$ cat src/rtl/neuron_pkg.sv
// ---------------------------------------------------------------------------
// neuron_pkg
// Shared definitions for the neuron MAC sequencer:
//   - state_t       : controller state encoding
//   - SM_W / PROD_W : sign-magnitude operand and product widths
//   - sm8_to_twos   : 8-bit sign-magnitude  -> 9-bit two's complement
//   - sm16_to_twos  : 16-bit sign-magnitude -> 17-bit two's complement
// Negative zero maps to 0 in both conversions because -0 == 0.
// ---------------------------------------------------------------------------
package neuron_pkg;

    localparam int SM_W   = 8;
    localparam int PROD_W = 16;

    typedef enum logic [2:0] {
        ST_IDLE,
        ST_ISSUE,
        ST_WAIT,
        ST_BIAS,
        ST_ACT,
        ST_DONE
    } state_t;

    function automatic logic signed [SM_W:0] sm8_to_twos(input logic [SM_W-1:0] v);
        logic signed [SM_W:0] mag;
        mag = {2'b00, v[SM_W-2:0]};
        return v[SM_W-1] ? -mag : mag;
    endfunction

    function automatic logic signed [PROD_W:0] sm16_to_twos(input logic [PROD_W-1:0] v);
        logic signed [PROD_W:0] mag;
        mag = {2'b00, v[PROD_W-2:0]};
        return v[PROD_W-1] ? -mag : mag;
    endfunction

endpackage

$ cat src/rtl/sm_to_twos.sv
// ---------------------------------------------------------------------------
// sm_to_twos
// Sign-magnitude to OUT_W-bit two's complement converter. IN_W selects the
// 8-bit (bias) or 16-bit (product) flavour. Negative zero yields 0.
//   sm   in  IN_W   sign-magnitude value (MSB = sign)
//   twos out OUT_W  sign-extended two's complement value
// ---------------------------------------------------------------------------
module sm_to_twos
    import neuron_pkg::*;
#(
    parameter int IN_W  = SM_W,
    parameter int OUT_W = 20
) (
    input  logic [IN_W-1:0]         sm,
    output logic signed [OUT_W-1:0] twos
);

    generate
        if (IN_W == SM_W) begin : g_sm8
            logic signed [SM_W:0] narrow;
            assign narrow = sm8_to_twos(sm);
            assign twos   = OUT_W'(narrow);
        end else begin : g_sm16
            logic signed [PROD_W:0] narrow;
            assign narrow = sm16_to_twos(sm);
            assign twos   = OUT_W'(narrow);
        end
    endgenerate

endmodule

$ cat src/rtl/neuron_mac_sequencer.sv
// ---------------------------------------------------------------------------
// neuron_mac_sequencer
// Time-shares one external 8-bit sign-magnitude multiplier across the
// NUM_INPUTS input/weight pairs of a neuron, accumulates the products in
// two's complement, adds a bias and applies ReLU + shift + saturation.
//   clk, rst            clock, synchronous active-high reset
//   start               begin an evaluation (only honoured in IDLE)
//   bias                sign-magnitude bias, latched with start
//   in_valid/in_ready   input pair handshake, x_in / w_in operands
//   mul_a, mul_b        registered operands to the shared multiplier
//   mul_p               multiplier product, MUL_LAT cycles after operands
//   busy                high whenever not IDLE
//   out_valid/out_ready result handshake, y = activation (bit7 = 0)
// ---------------------------------------------------------------------------
module neuron_mac_sequencer
    import neuron_pkg::*;
#(
    parameter int NUM_INPUTS = 4,
    parameter int MUL_LAT    = 1,
    parameter int ACC_W      = 20,
    parameter int SHIFT      = 7
) (
    input  logic              clk,
    input  logic              rst,
    input  logic              start,
    input  logic [SM_W-1:0]   bias,
    input  logic              in_valid,
    output logic              in_ready,
    input  logic [SM_W-1:0]   x_in,
    input  logic [SM_W-1:0]   w_in,
    output logic [SM_W-1:0]   mul_a,
    output logic [SM_W-1:0]   mul_b,
    input  logic [PROD_W-1:0] mul_p,
    output logic              busy,
    output logic              out_valid,
    input  logic              out_ready,
    output logic [SM_W-1:0]   y
);

    localparam int CNT_W = $clog2(NUM_INPUTS) + 1;
    localparam int WC_W  = $clog2(MUL_LAT) + 1;

    state_t                   state_reg;
    logic signed [ACC_W-1:0]  acc_reg;
    logic [CNT_W-1:0]         cnt_reg;
    logic [WC_W-1:0]          wcnt_reg;
    logic [SM_W-1:0]          bias_reg;
    logic [SM_W-1:0]          mul_a_reg;
    logic [SM_W-1:0]          mul_b_reg;
    logic [SM_W-1:0]          y_reg;
    logic                     in_ready_reg;
    logic                     busy_reg;
    logic                     out_valid_reg;

    logic signed [ACC_W-1:0]  prod_twos;
    logic signed [ACC_W-1:0]  bias_twos;
    logic [ACC_W-1:0]         shifted;
    logic [SM_W-1:0]          y_next;

    sm_to_twos #(.IN_W(PROD_W), .OUT_W(ACC_W)) u_prod_conv (
        .sm   (mul_p),
        .twos (prod_twos)
    );

    sm_to_twos #(.IN_W(SM_W), .OUT_W(ACC_W)) u_bias_conv (
        .sm   (bias_reg),
        .twos (bias_twos)
    );

    // ReLU: non-positive sums give 0; positive sums are shifted as unsigned
    // values and saturated to the 7-bit magnitude range.
    always_comb begin
        shifted = $unsigned(acc_reg) >> SHIFT;
        y_next  = '0;
        if (!acc_reg[ACC_W-1] && (acc_reg != '0)) begin
            y_next = (shifted > ACC_W'(127)) ? 8'h7F : {1'b0, shifted[6:0]};
        end
    end

    always_ff @(posedge clk) begin
        if (rst) begin
            state_reg     <= ST_IDLE;
            acc_reg       <= '0;
            cnt_reg       <= '0;
            wcnt_reg      <= '0;
            bias_reg      <= '0;
            mul_a_reg     <= '0;
            mul_b_reg     <= '0;
            y_reg         <= '0;
            in_ready_reg  <= 1'b0;
            busy_reg      <= 1'b0;
            out_valid_reg <= 1'b0;
        end else begin
            case (state_reg)
                ST_IDLE: begin
                    if (start) begin
                        acc_reg      <= '0;
                        cnt_reg      <= '0;
                        bias_reg     <= bias;
                        in_ready_reg <= 1'b1;
                        busy_reg     <= 1'b1;
                        state_reg    <= ST_ISSUE;
                    end
                end
                ST_ISSUE: begin
                    if (in_valid) begin
                        mul_a_reg    <= x_in;
                        mul_b_reg    <= w_in;
                        wcnt_reg     <= WC_W'(MUL_LAT - 1);
                        in_ready_reg <= 1'b0;
                        state_reg    <= ST_WAIT;
                    end
                end
                ST_WAIT: begin
                    // wcnt reaching 0 marks the cycle in which mul_p is valid
                    if (wcnt_reg == '0) begin
                        acc_reg <= acc_reg + prod_twos;
                        cnt_reg <= cnt_reg + CNT_W'(1);
                        if (cnt_reg == CNT_W'(NUM_INPUTS - 1)) begin
                            state_reg <= ST_BIAS;
                        end else begin
                            in_ready_reg <= 1'b1;
                            state_reg    <= ST_ISSUE;
                        end
                    end else begin
                        wcnt_reg <= wcnt_reg - WC_W'(1);
                    end
                end
                ST_BIAS: begin
                    acc_reg   <= acc_reg + bias_twos;
                    state_reg <= ST_ACT;
                end
                ST_ACT: begin
                    y_reg         <= y_next;
                    out_valid_reg <= 1'b1;
                    state_reg     <= ST_DONE;
                end
                ST_DONE: begin
                    if (out_ready) begin
                        out_valid_reg <= 1'b0;
                        busy_reg      <= 1'b0;
                        state_reg     <= ST_IDLE;
                    end
                end
                default: begin
                    state_reg <= ST_IDLE;
                end
            endcase
        end
    end

    assign in_ready  = in_ready_reg;
    assign busy      = busy_reg;
    assign out_valid = out_valid_reg;
    assign y         = y_reg;
    assign mul_a     = mul_a_reg;
    assign mul_b     = mul_b_reg;

endmodule

$ cat config.mk
export PLATFORM = sky130hd
export DESIGN_NAME = neuron_mac_sequencer
export DESIGN_NICKNAME = d
export VERILOG_FILES = /design/src/rtl/neuron_pkg.sv /design/src/rtl/sm_to_twos.sv /design/src/rtl/neuron_mac_sequencer.sv
export SDC_FILE = /design/constraint.sdc
export NUM_CORES = 1
export LEC_CHECK = 0
export ABC_AREA = 1
export CORE_MARGIN = 10
export CORE_UTILIZATION = 58
export DETAILED_ROUTE_END_ITERATION = 10
export PLACE_DENSITY = 0.87
export SETUP_SLACK_MARGIN = 0.15
export SLEW_MARGIN = 20
export SYNTH_ARGS = -nofsm -noshare
export SYNTH_HDL_FRONTEND = slang
export SYNTH_SLANG_ARGS = --single-unit
$ cat constraint.sdc
create_clock -name clk -period 5.51 [get_ports clk]
set_input_delay 0.8265 -clock clk [delete_from_list [all_inputs] [get_ports clk]]
set_output_delay 0.8265 -clock clk [all_outputs]
set_load 0.1 [all_outputs]
==> results.md, run 1 <==
* Status: completed
* Top FF cell, synth: dfxtp_1
* Switching power at 556 µW
* Synth area leader: dfxtp_1
* Clock slew at reported path FFs at 0.07 ns
* Sequential share of power at 0.330
* Routability congestion estimate at 0.988
* CTS tree: built
* Synth top area cells: dfxtp_1, nand2_1, a21oi_1
* WL/cell at 16.0 µm
* Final Critical Period at 3.55 ns
* Post-Synthesis Mean Instance Area at 6.40 µm²
* Post-CTS Setup Inserts at 0
* Setup TNS at 0 ns
* Vias/cell at 5.58
* Min-Delay Path Class: register to register
* Unrepaired setup endpoints after global routing: false
* Crit share post-route at 0.645
* Post-layout util at 0.745
* Relative slew slack at 0.322
* DRC at 0
* Syn nets at 715
* Clock root cell: clkbuf_8
* Remaining antenna violation count at 0
* Area delta synth->final at 23.5%
* Tightest Pin Transition at 1.01 ns
* Share of post-route cells with drive strength above 1 at 0.0702
* Most frequent cells in the layout: nand2_1, nor2_1, clkdlybuf4s50_1
* Worst IR Drop VDD at 0.000219 V
* HPWL after detailed placement at 9.98 mm
* Most common cell after layout, fill and taps aside: nand2_1
* Antenna diodes at 0
* First-pass GRT wire length at 21.0 mm
* Number of buffers created by CTS at 9
* Post-Synth Adder-Cell Area at 0.0839
* All-layer global routing usage at 0.232
* Ports at 72
* MaxCap Viol Count at 0
* Die area at 10,900 µm²
* Port buffer count at 70
* Post-CTS Hold Buffers at 0
* Initial antenna violation count at 0
* Worst-case clock buffer depth at 2
* Post-synth EDFFs at 0
* Core area at 6830 µm²
* Htree depth at 3
* Largest family of logic cells by synthesized area: simple AND/OR/NAND/NOR gates
* Synth async-reset ratio at 0
* Initial Util at 0.603
* Syn Std Cell Area at 4120 µm²
* Total iterations of the first detailed-routing run at 5
* Register bit total from synthesis at 60
* Num rows at 30
* Placed cell count at 792
* Via count at 4,511
* Register area share after synthesis at 0.292
* CP max FO at 17
* Global route overflow at 0
* Endpoints failing setup at 0
* Total power at 1.48 mW
* Crit. End Element: register
* Detailed Route WL at 13.0 mm
* Worst EP arrival at 3.78 ns
* Cells after synthesis at 643
* Internal power at 926 µW
* Clock share of power at 0.345
* CTS Sinks at 60
* Yosys Warn Count at 0
* Logic pwr share at 0.325
* Sw frac at 0.375
* Largest net degree at the start of global routing at 33
* Post-Place Cell Area at 4840 µm²
* Max Slew Vio Count at 0
* Max reg flops at 20
* Non-filler instance count after layout at 808
* CP Data Required Time at 5.73 ns
* Startpoint Class: input pin
* Vias in the first global route at 4,376
* Fin. Hold Viols at 0
* Simple-gate portion of the synthesized area at 0.312
* Mux cell area share after synthesis at 0
* Final net count at 779
* Post-synth cell types at 39
* Leak at 2.26 nW
* Max frequency at 281 MHz
* Power Density at 291 nW/µm²
* Clock skew at 0.0115 ns
* Initial DRC count at 287
* Vert. Die Dim at 104 µm
* # resized after CTS at 0
* Clock latency on the worst-skew pair at 0.36 ns
* Share of the synthesized area in the top cell type at 0.292
* Design area at 5090 µm²
* Synth Area in Compound Gates at 0.217
* Post-synthesis xor/xnor area fraction at 0.00425
* WS Path Type: input pin to register
* Die Wd at 104 µm
-- through the flow --
step	hold WS, ns	setup slack (ns)
after global routing	0.490	1.71
after CTS	0.471	2.03
after floorplan	0.433	2.60
final	0.465	1.96
after global placement	0.445	1.67
after detailed placement	0.457	1.67
-- area by class of cell --
| cell class | count | area [µm²] |
|---|---|---|
| Fill cell | 570 | 1740 |
| Tap cell | 96 | 120 |
| Sequential cell | 60 | 1200 |
| Clock buffer | 10 | 138 |
| Timing Repair Buffer | 71 | 708 |
| Multi-Input combinational cell | 494 | 2540 |
| Clock inverter | 6 | 111 |
| Inverter | 71 | 267 |
-- routing by layer --
layer  GRT usage  part of all wire  up-vias  wire, µm
met3      0.0620             0.073       25       941
met5           0                 0        -         0
met1       0.287              0.44     2066      5720
met2       0.372              0.46      163      6000
li1            -                 -     2257         -
met4      0.0905             0.023        0       296
-- power groups by stage --
stage / clock, mW / combinational [mW] / sequential, mW
global route: 0.527 / 0.523 / 0.492
floorplan: 0 / 0.248 / 0.591
global placement: 0 / 0.463 / 0.496
finish: 0.511 / 0.482 / 0.489
detailed placement: 0 / 0.473 / 0.497
CTS: 0.508 / 0.476 / 0.488
-- critical path, stage by stage --
cell and delay, ns:
clkdlybuf4s50_1 0.80, inv_1 0.25, o21ai_0 0.22, nand2_1 0.07, o22ai_1 0.16, inv_1 0.06, ha_1 0.36, nand2_1 0.10
nand2_1 0.09, o21ai_2 0.08, o21ai_1 0.32, nand3_1 0.16, nand2_1 0.09, nand2_1 0.05, nand3_1 0.08, a21oi_1 0.07
-- synthesized netlist by cell type, types with 4 or more instances --
master      n
o21ai_0    66
or2_2       7
nor2_1     85
nor3_1      5
buf_4       4
nand2_1   139
nor4_1      4
inv_1      63
nand2_2     4
nand3b_1    4
ha_1       26
clkbuf_1    9
nand3_1    39
a31oi_1     6
inv_2       8
o21bai_1    4
dfxtp_1    60
a21oi_1    66
o21ai_1     5
-- path summary, 6_finish.rpt --
path,startpoint,endpoint,slack [ns],depth (start not counted)
setup / recovery,mul_p[15],acc_reg[14],1.96,16
hold / removal,out_valid,out_valid,0.46,2
setup reg to reg,state_reg[2],acc_reg[10],2.46,14
hold reg to reg,out_valid,out_valid,0.46,2
-- logic make-up after synthesis --
family	Yosys count
AND/OR/NAND/NOR	300
AO/OA/AOI/OAI	164
flip-flops	60
XOR/XNOR	2
other	1
buffers and inverters	89
adder cells (fa/ha/maj)	27
(Power assumes the default switching activity.)
==> run 2: changes to the inputs <==
--- a/config.mk
+++ b/config.mk
@@ -7,9 +7,9 @@
 export LEC_CHECK = 0
 export ABC_AREA = 1
 export CORE_MARGIN = 10
-export CORE_UTILIZATION = 58
+export CORE_UTILIZATION = 54
 export DETAILED_ROUTE_END_ITERATION = 10
-export PLACE_DENSITY = 0.87
+export PLACE_DENSITY = 0.81
 export SETUP_SLACK_MARGIN = 0.15
 export SLEW_MARGIN = 20
 export SYNTH_ARGS = -nofsm -noshare
==> constraint.sdc (replaced) <==
create_clock -name clk -period 3.5 [get_ports clk]
set_input_delay 0.525 -clock clk [delete_from_list [all_inputs] [get_ports clk]]
set_output_delay 0.525 -clock clk [all_outputs]
set_load 0.1 [all_outputs]
==> run 2 against run 1 <==
Against the previous run: power increased by 45%; combinational power increased by 58%; sequential share of layout area decreased by 0.052 points; largest cell class unchanged.
==> results.md, run 2 (same netlist as run 1, synthesis figures left out) <==
* Port buffer count at 70 (unchanged)
* Initial DRC count at 250 (-13%)
* Remaining antenna violation count at 0 (unchanged)
* Tightest Pin Transition at 1.01 ns (-0.00551 ns)
* Endpoints failing setup at 0 (unchanged)
* Final net count at 786 (+0.90%)
* Unrepaired setup endpoints after global routing: true
* CTS Sinks at 60 (unchanged)
* CP Data Required Time at 3.77 ns (-1.96 ns)
* Crit-path max cell delay at 0.49 ns (-0.31 ns)
* Clock slew at reported path FFs at 0.07 ns (about the same)
* Leak at 2.27 nW (+0.28%)
* Routability congestion estimate at 0.942 (-4.7%)
* Htree depth at 3 (unchanged)
* MaxCap Viol Count at 0 (unchanged)
* Clock skew at 0.0118 ns (+0.000391 ns)
* Antenna diodes at 0 (unchanged)
* Post-Place Cell Area at 4890 µm² (+1.2%)
* Placed cell count at 802 (+1.3%)
* DRC at 0 (unchanged)
* Critical path's top delay family: simple AND/OR/NAND/NOR gates
* Final setup margin at 0.374 ns (-1.58 ns)
* Vert. Die Dim at 107 µm (+2.9%)
* All-layer global routing usage at 0.212 (-0.0196)
* CP max FO at 5 (-12)
* Initial Util at 0.562 (-0.0410)
* Startpoint Class: input pin
* HPWL after detailed placement at 9.82 mm (-1.6%)
* Min-Delay Path Class: register to register
* Crit share post-route at 0.893
* Max Slew Vio Count at 0 (unchanged)
* Status: completed
* Non-filler instance count after layout at 818 (+1.2%)
* Design area at 5100 µm² (+0.22%)
* Relative slew slack at 0.326 (+0.00369)
* Setup TNS at 0 ns (unchanged)
* Vias in the first global route at 4,189 (-4.3%)
* Most frequent cells in the layout: nand2_1, nor2_1, clkdlybuf4s50_1
* Share of post-route cells with drive strength above 1 at 0.0821 (+0.0118)
* Total power at 2.16 mW (+45%)
* Most common cell after layout, fill and taps aside: nand2_1
* Crit-path cells: clkdlybuf4s50_1 -> inv_1 -> ha_1 -> nand3_1 -> nor2_1 -> nand2_1 -> nand2_1 -> a21oi_1 -> o21ai_0 -> nand2_1 -> inv_1 -> ha_1 -> nand2_1 -> nor2_1 -> inv_1 -> nor2_1 -> nor2_1 -> nand3_1 -> nand3_1 -> a21oi_1
* Area delta synth->final at 23.8%
* WS Path Type: input pin to register
* CTS tree: built
* Die area at 11,500 µm² (+6.0%)
* First-pass GRT wire length at 19.8 mm (-5.6%)
* Clock root cell: clkbuf_8
* Largest net degree at the start of global routing at 33 (unchanged)
* Num rows at 31 (+3.3%)
* Global route overflow at 0 (unchanged)
* Ports at 72 (unchanged)
* Core area at 7330 µm² (+7.3%)
* Initial antenna violation count at 0 (unchanged)
* Vias/cell at 5.51 (-1.2%)
* Hold Worst Slack at 0.478 ns (+0.0134 ns)
* Worst-case clock buffer depth at 2 (unchanged)
* Final Critical Period at 3.13 ns
* WL/cell at 15.3 µm (-4.9%)
* Power Density at 423 nW/µm² (+45%)
* Max reg flops at 20 (unchanged)
* Fin. Hold Viols at 0 (unchanged)
* Max frequency at 320 MHz
* Slowest cell on crit path: clkdlybuf4s50_1
* Detailed Route WL at 12.5 mm (-3.7%)
* Worst IR Drop VDD at 0.000301 V (+37%)
* Placement Setup Slack at 0.0297 ns (-1.64 ns)
* Number of buffers created by CTS at 9 (unchanged)
* CP Buf/Inv Count at 4 (+1)
* Post-layout util at 0.696 (-0.0492)
* Die Wd at 107 µm (+2.9%)
* Total iterations of the first detailed-routing run at 8 (+3)
* Via count at 4,510 (-0.022%)
* Clock latency on the worst-skew pair at 0.34 ns (-0.02 ns)
* Worst EP arrival at 3.39 ns (-0.39 ns)
* Crit. End Element: register
[run 2: layer usage]
layer | GRT usage | up-vias | wire length [µm] | share of wire
met1 | 0.257 | 2052 | 5300 | 0.42
met3 | 0.0623 | 21 | 1040 | 0.084
met5 | 0 | - | 0 | 0
li1 | - | 2267 | - | -
met2 | 0.338 | 170 | 5850 | 0.47
met4 | 0.0957 | 0 | 291 | 0.023
[run 2: final cells by class]
type                    count  area [µm²]
well taps                  99         124
clock buffers              10         128
clock inverters             6        65.1
repair buffers             78         761
fillers                   636        2230
inverters                  71         267
multi-input cells         494        2550
flip-flops and latches     60        1200
[run 2: timing repair]
action                                  CTS  global route
endpoints found under the setup margin    0             2
gates resized for setup                   0             3
setup buffers                             0             0
hold buffers                              0             0
[run 2: power breakdown]
part	internal [mW]	switching, mW	leakage [nW]
Combinational	0.243	0.518	1.68
Clock	0.329	0.297	0.0962
Sequential	0.730	0.0395	0.489
Total	1.30	0.855	2.27
[run 2: worst paths after layout]
check                           depth (start not counted)         from     endpoint  slack, ns
worst min register to register                          2    out_valid    out_valid       0.48
worst min-delay path                                    2    out_valid    out_valid       0.48
worst max-delay path                                   20     mul_p[0]  acc_reg[13]       0.37
worst max register to register                         15  bias_reg[0]  acc_reg[10]       0.60
[run 2: worst register-to-register path, cell delays in order (launching register included)]
cell and delay [ns]:
dfxtp_1 0.32, inv_1 0.08, ha_1 0.20, nand3_1 0.12
o21ai_1 0.23, nand2_2 0.15, inv_1 0.19, a31oi_1 0.09
ha_1 0.35, a21oi_1 0.27, nand2_1 0.13, inv_1 0.07
nand3_1 0.14, or2_2 0.31, nand3_1 0.07, a21oi_1 0.06
==> run 3: changes to the inputs <==
--- a/config.mk
+++ b/config.mk
@@ -7,9 +7,9 @@
 export LEC_CHECK = 0
 export ABC_AREA = 1
 export CORE_MARGIN = 10
-export CORE_UTILIZATION = 54
+export CORE_UTILIZATION = 58
 export DETAILED_ROUTE_END_ITERATION = 10
-export PLACE_DENSITY = 0.81
+export PLACE_DENSITY = 0.87
 export SETUP_SLACK_MARGIN = 0.15
 export SLEW_MARGIN = 20
 export SYNTH_ARGS = -nofsm -noshare
==> constraint.sdc (replaced) <==
create_clock -name clk -period 3.9 [get_ports clk]
set_input_delay 0.585 -clock clk [delete_from_list [all_inputs] [get_ports clk]]
set_output_delay 0.585 -clock clk [all_outputs]
set_load 0.1 [all_outputs]
==> run 3 against run 2 <==
Against the previous run: worst hold slack worse by 0.015 ns; worst setup slack gained 0.26 ns; critical path depth decreased by 2; wire length rose by 3.4%; sequential power shrank 10%; final cell count shrank 0.98%; register-to-register slack better by 0.38 ns; sequential share of layout area rose by 0.13 points; utilization grew 4.7 points; critical path type unchanged; largest cell class unchanged; largest power group unchanged.
==> results.md, run 3 (same netlist as run 1, synthesis figures left out) <==
* Remaining antenna violation count at 0 (unchanged)
* Met1 Use GR at 0.282 (+0.0243)
* Unrepaired setup endpoints after global routing: false
* Total power at 2.02 mW (-6.5%)
* MaxCap Viol Count at 0 (unchanged)
* Reg2reg end: acc_reg[17]
* GR Util met3 at 0.0595 (-0.00280)
* Status: completed
* Post-CTS Hold Buffers at 0 (unchanged)
* Ports at 72 (unchanged)
* Startpoint Class: input pin
* R2R Path Start: state_reg[2]
* Vert. Die Dim at 104 µm (-2.9%)
* Initial antenna violation count at 0 (unchanged)
* Hold path depth at 2 (unchanged)
* WS Path Type: input pin to register
* Largest net degree at the start of global routing at 33 (unchanged)
* Clock slew at reported path FFs at 0.07 ns (about the same)
* Most common cell after layout, fill and taps aside: nand2_1
* Vias/cell at 5.83 (+5.7%)
* CTS tree: built
* Final net count at 781 (-0.64%)
* Endpoints failing setup at 0 (unchanged)
* HPWL after detailed placement at 9.79 mm (-0.35%)
* Global route overflow at 0 (unchanged)
* Initial DRC count at 475 (+90%)
* Leak at 2.26 nW (-0.59%)
* Htree depth at 3 (unchanged)
* Min-delay src: cnt_reg[2]
* Post-layout util at 0.742 (+0.0468)
* Clock root cell: clkbuf_8
* Tightest Pin Transition at 1.01 ns (+0.00269 ns)
* Post-CTS Setup Inserts at 0 (unchanged)
* Initial Util at 0.603 (+0.0410)
* Fillers at 530 (-17%)
* Detailed Route WL at 12.9 mm (+3.4%)
* Most used cell along the critical path: inv_1
* Crit-path cells: clkdlybuf4s50_1 -> inv_1 -> ha_1 -> nand3_1 -> o21ai_1 -> xor2_1 -> o21ai_0 -> inv_1 -> ha_1 -> nand2_1 -> inv_1 -> nand2_1 -> nand2_1 -> inv_1 -> nand3_1 -> or2_2 -> nand3_1 -> a21oi_1
* Max Slew Vio Count at 0 (unchanged)
* WL/cell at 15.9 µm (+4.4%)
* Share of post-route cells with drive strength above 1 at 0.0700 (-0.0120)
* Clock share of power at 0.320 (+0.030)
* Placed cell count at 794 (-1.0%)
* Max frequency at 306 MHz
* Internal power at 1.25 mW (-4.2%)
* CTS Sinks at 60 (unchanged)
* Setup TNS at 0 ns (unchanged)
* Reg area at 1200 µm² (unchanged)
* Sw frac at 0.382 (-0.0146)
* Critical path origin: mul_p[0]
* # resized after CTS at 0 (unchanged)
* Routability congestion estimate at 0.982 (+4.3%)
* Total iterations of the first detailed-routing run at 6 (-2)
* Hold EP: cnt_reg[2]
* Most frequent cells in the layout: nand2_1, nor2_1, clkdlybuf4s50_1
* Crit-path max cell delay at 0.42 ns (-0.07 ns)
* Min-Delay Path Class: register to register
* Footprint of the multi-input gates at 2540 µm² (-0.44%)
* Final Critical Period at 3.27 ns
* Via count at 4,720 (+4.7%)
* CP max FO at 5 (unchanged)
* Reg-to-reg setup timing slack at 0.98 ns (+0.38 ns)
* All-layer global routing usage at 0.231 (+0.0190)
* Fin. Hold Viols at 0 (unchanged)
* DRC at 0 (unchanged)
* Antenna diodes at 0 (unchanged)
* Power Density at 398 nW/µm² (-6.0%)
* Logic pwr share at 0.337 (-0.016)
* First-pass GRT wire length at 21.2 mm (+6.7%)
* Number of buffers created by CTS at 9 (unchanged)
* Core area at 6830 µm² (-6.8%)
* Die Wd at 104 µm (-2.9%)
* Num rows at 30 (-3.2%)
* Die area at 10,900 µm² (-5.6%)
* Worst EP arrival at 3.49 ns (+0.10 ns)
* Area delta synth->final at 23.2%
* Non-filler instance count after layout at 810 (-0.98%)
* Slowest cell on crit path: clkdlybuf4s50_1
* Crit share post-route at 0.838
* Clock skew at 0.0115 ns (-0.000294 ns)
* Met2 Use GR at 0.376 (+0.0383)
* Most used routing layer: met2
* Crit. End Element: register
* Switching power at 770 µW (-9.9%)
* Relative slew slack at 0.324 (-0.00180)
* Cells on worst reg2reg path at 18 (+3)
* Clock latency on the worst-skew pair at 0.35 ns (about the same)
* Worst IR Drop VDD at 0.000266 V (-12%)
* Sequential share of power at 0.342 (-0.015)
* Worst-case clock buffer depth at 2 (unchanged)
* Max reg flops at 20 (unchanged)
* Port buffer count at 70 (unchanged)
* Vias in the first global route at 4,484 (+7.0%)
* CP Data Required Time at 4.12 ns (+0.35 ns)
==> run 3: cell types whose count changed in the layout (fill, tap and decap cells not counted), sizes merged <==
| cell | change |
|---|---|
| buf | -5 |
| clkinv | -3 |
| bufinv | +1 |
| clkbuf | +2 |
==> run 3: per-layer routing <==
layer  share of wire  vias to the layer above
li1                -                     2269
met1            0.41                     2117
met2            0.46                      273
met3           0.095                       61
met4           0.038                        0
met5               0                        -
==> run 3: power groups by stage <==
stage          combinational (mW)  clock [mW]  sequential, mW
2_1_floorplan               0.350           0           0.835
3_3_place_gp                0.644           0           0.700
3_5_place_dp                0.664           0           0.703
4_1_cts                     0.669       0.644           0.689
5_1_grt                     0.736       0.672           0.695
6_report                    0.680       0.646           0.690
==> run 3: worst max-delay path by stage <==
stage                              to  slack (ns)  depth (start not counted)
after global placement    acc_reg[17]        0.46                         21
after CTS                 acc_reg[19]        0.69                         20
final                     acc_reg[10]        0.63                         18
after floorplan            acc_reg[7]        1.24                         18
after global routing      acc_reg[19]        0.39                         20
after detailed placement  acc_reg[17]        0.36                         21
==> run 3: critical path, delay by kind of cell <==
kind | cells | cell delay, ns
and+or+nand+nor | 7 | 0.98
AOI/OAI and AO/OA | 3 | 0.52
adders and majority gates | 2 | 0.54
xor gates and xnor gates | 1 | 0.10
buffers and inverters | 5 | 0.74
==> run 3: through the flow <==
stage / setup slack [ns] / cell area, µm² / hold WS [ns]
2_1_floorplan: 1.24 / 4120 / 0.433
3_3_place_gp: 0.464 / 4850 / 0.445
3_5_place_dp: 0.356 / 4850 / 0.452
4_1_cts: 0.686 / 5070 / 0.463
5_1_grt: 0.392 / 5070 / 0.478
6_report: 0.633 / 5070 / 0.463
==> run 3: layout make-up <==
class                      instances  area share
multi-input combinational        494       0.501
sequential                        60       0.237
timing repair buffer              73       0.143
inverter                          71      0.0526
clock buffer                      12      0.0286
tap                               96      0.0237
clock inverter                     4      0.0143
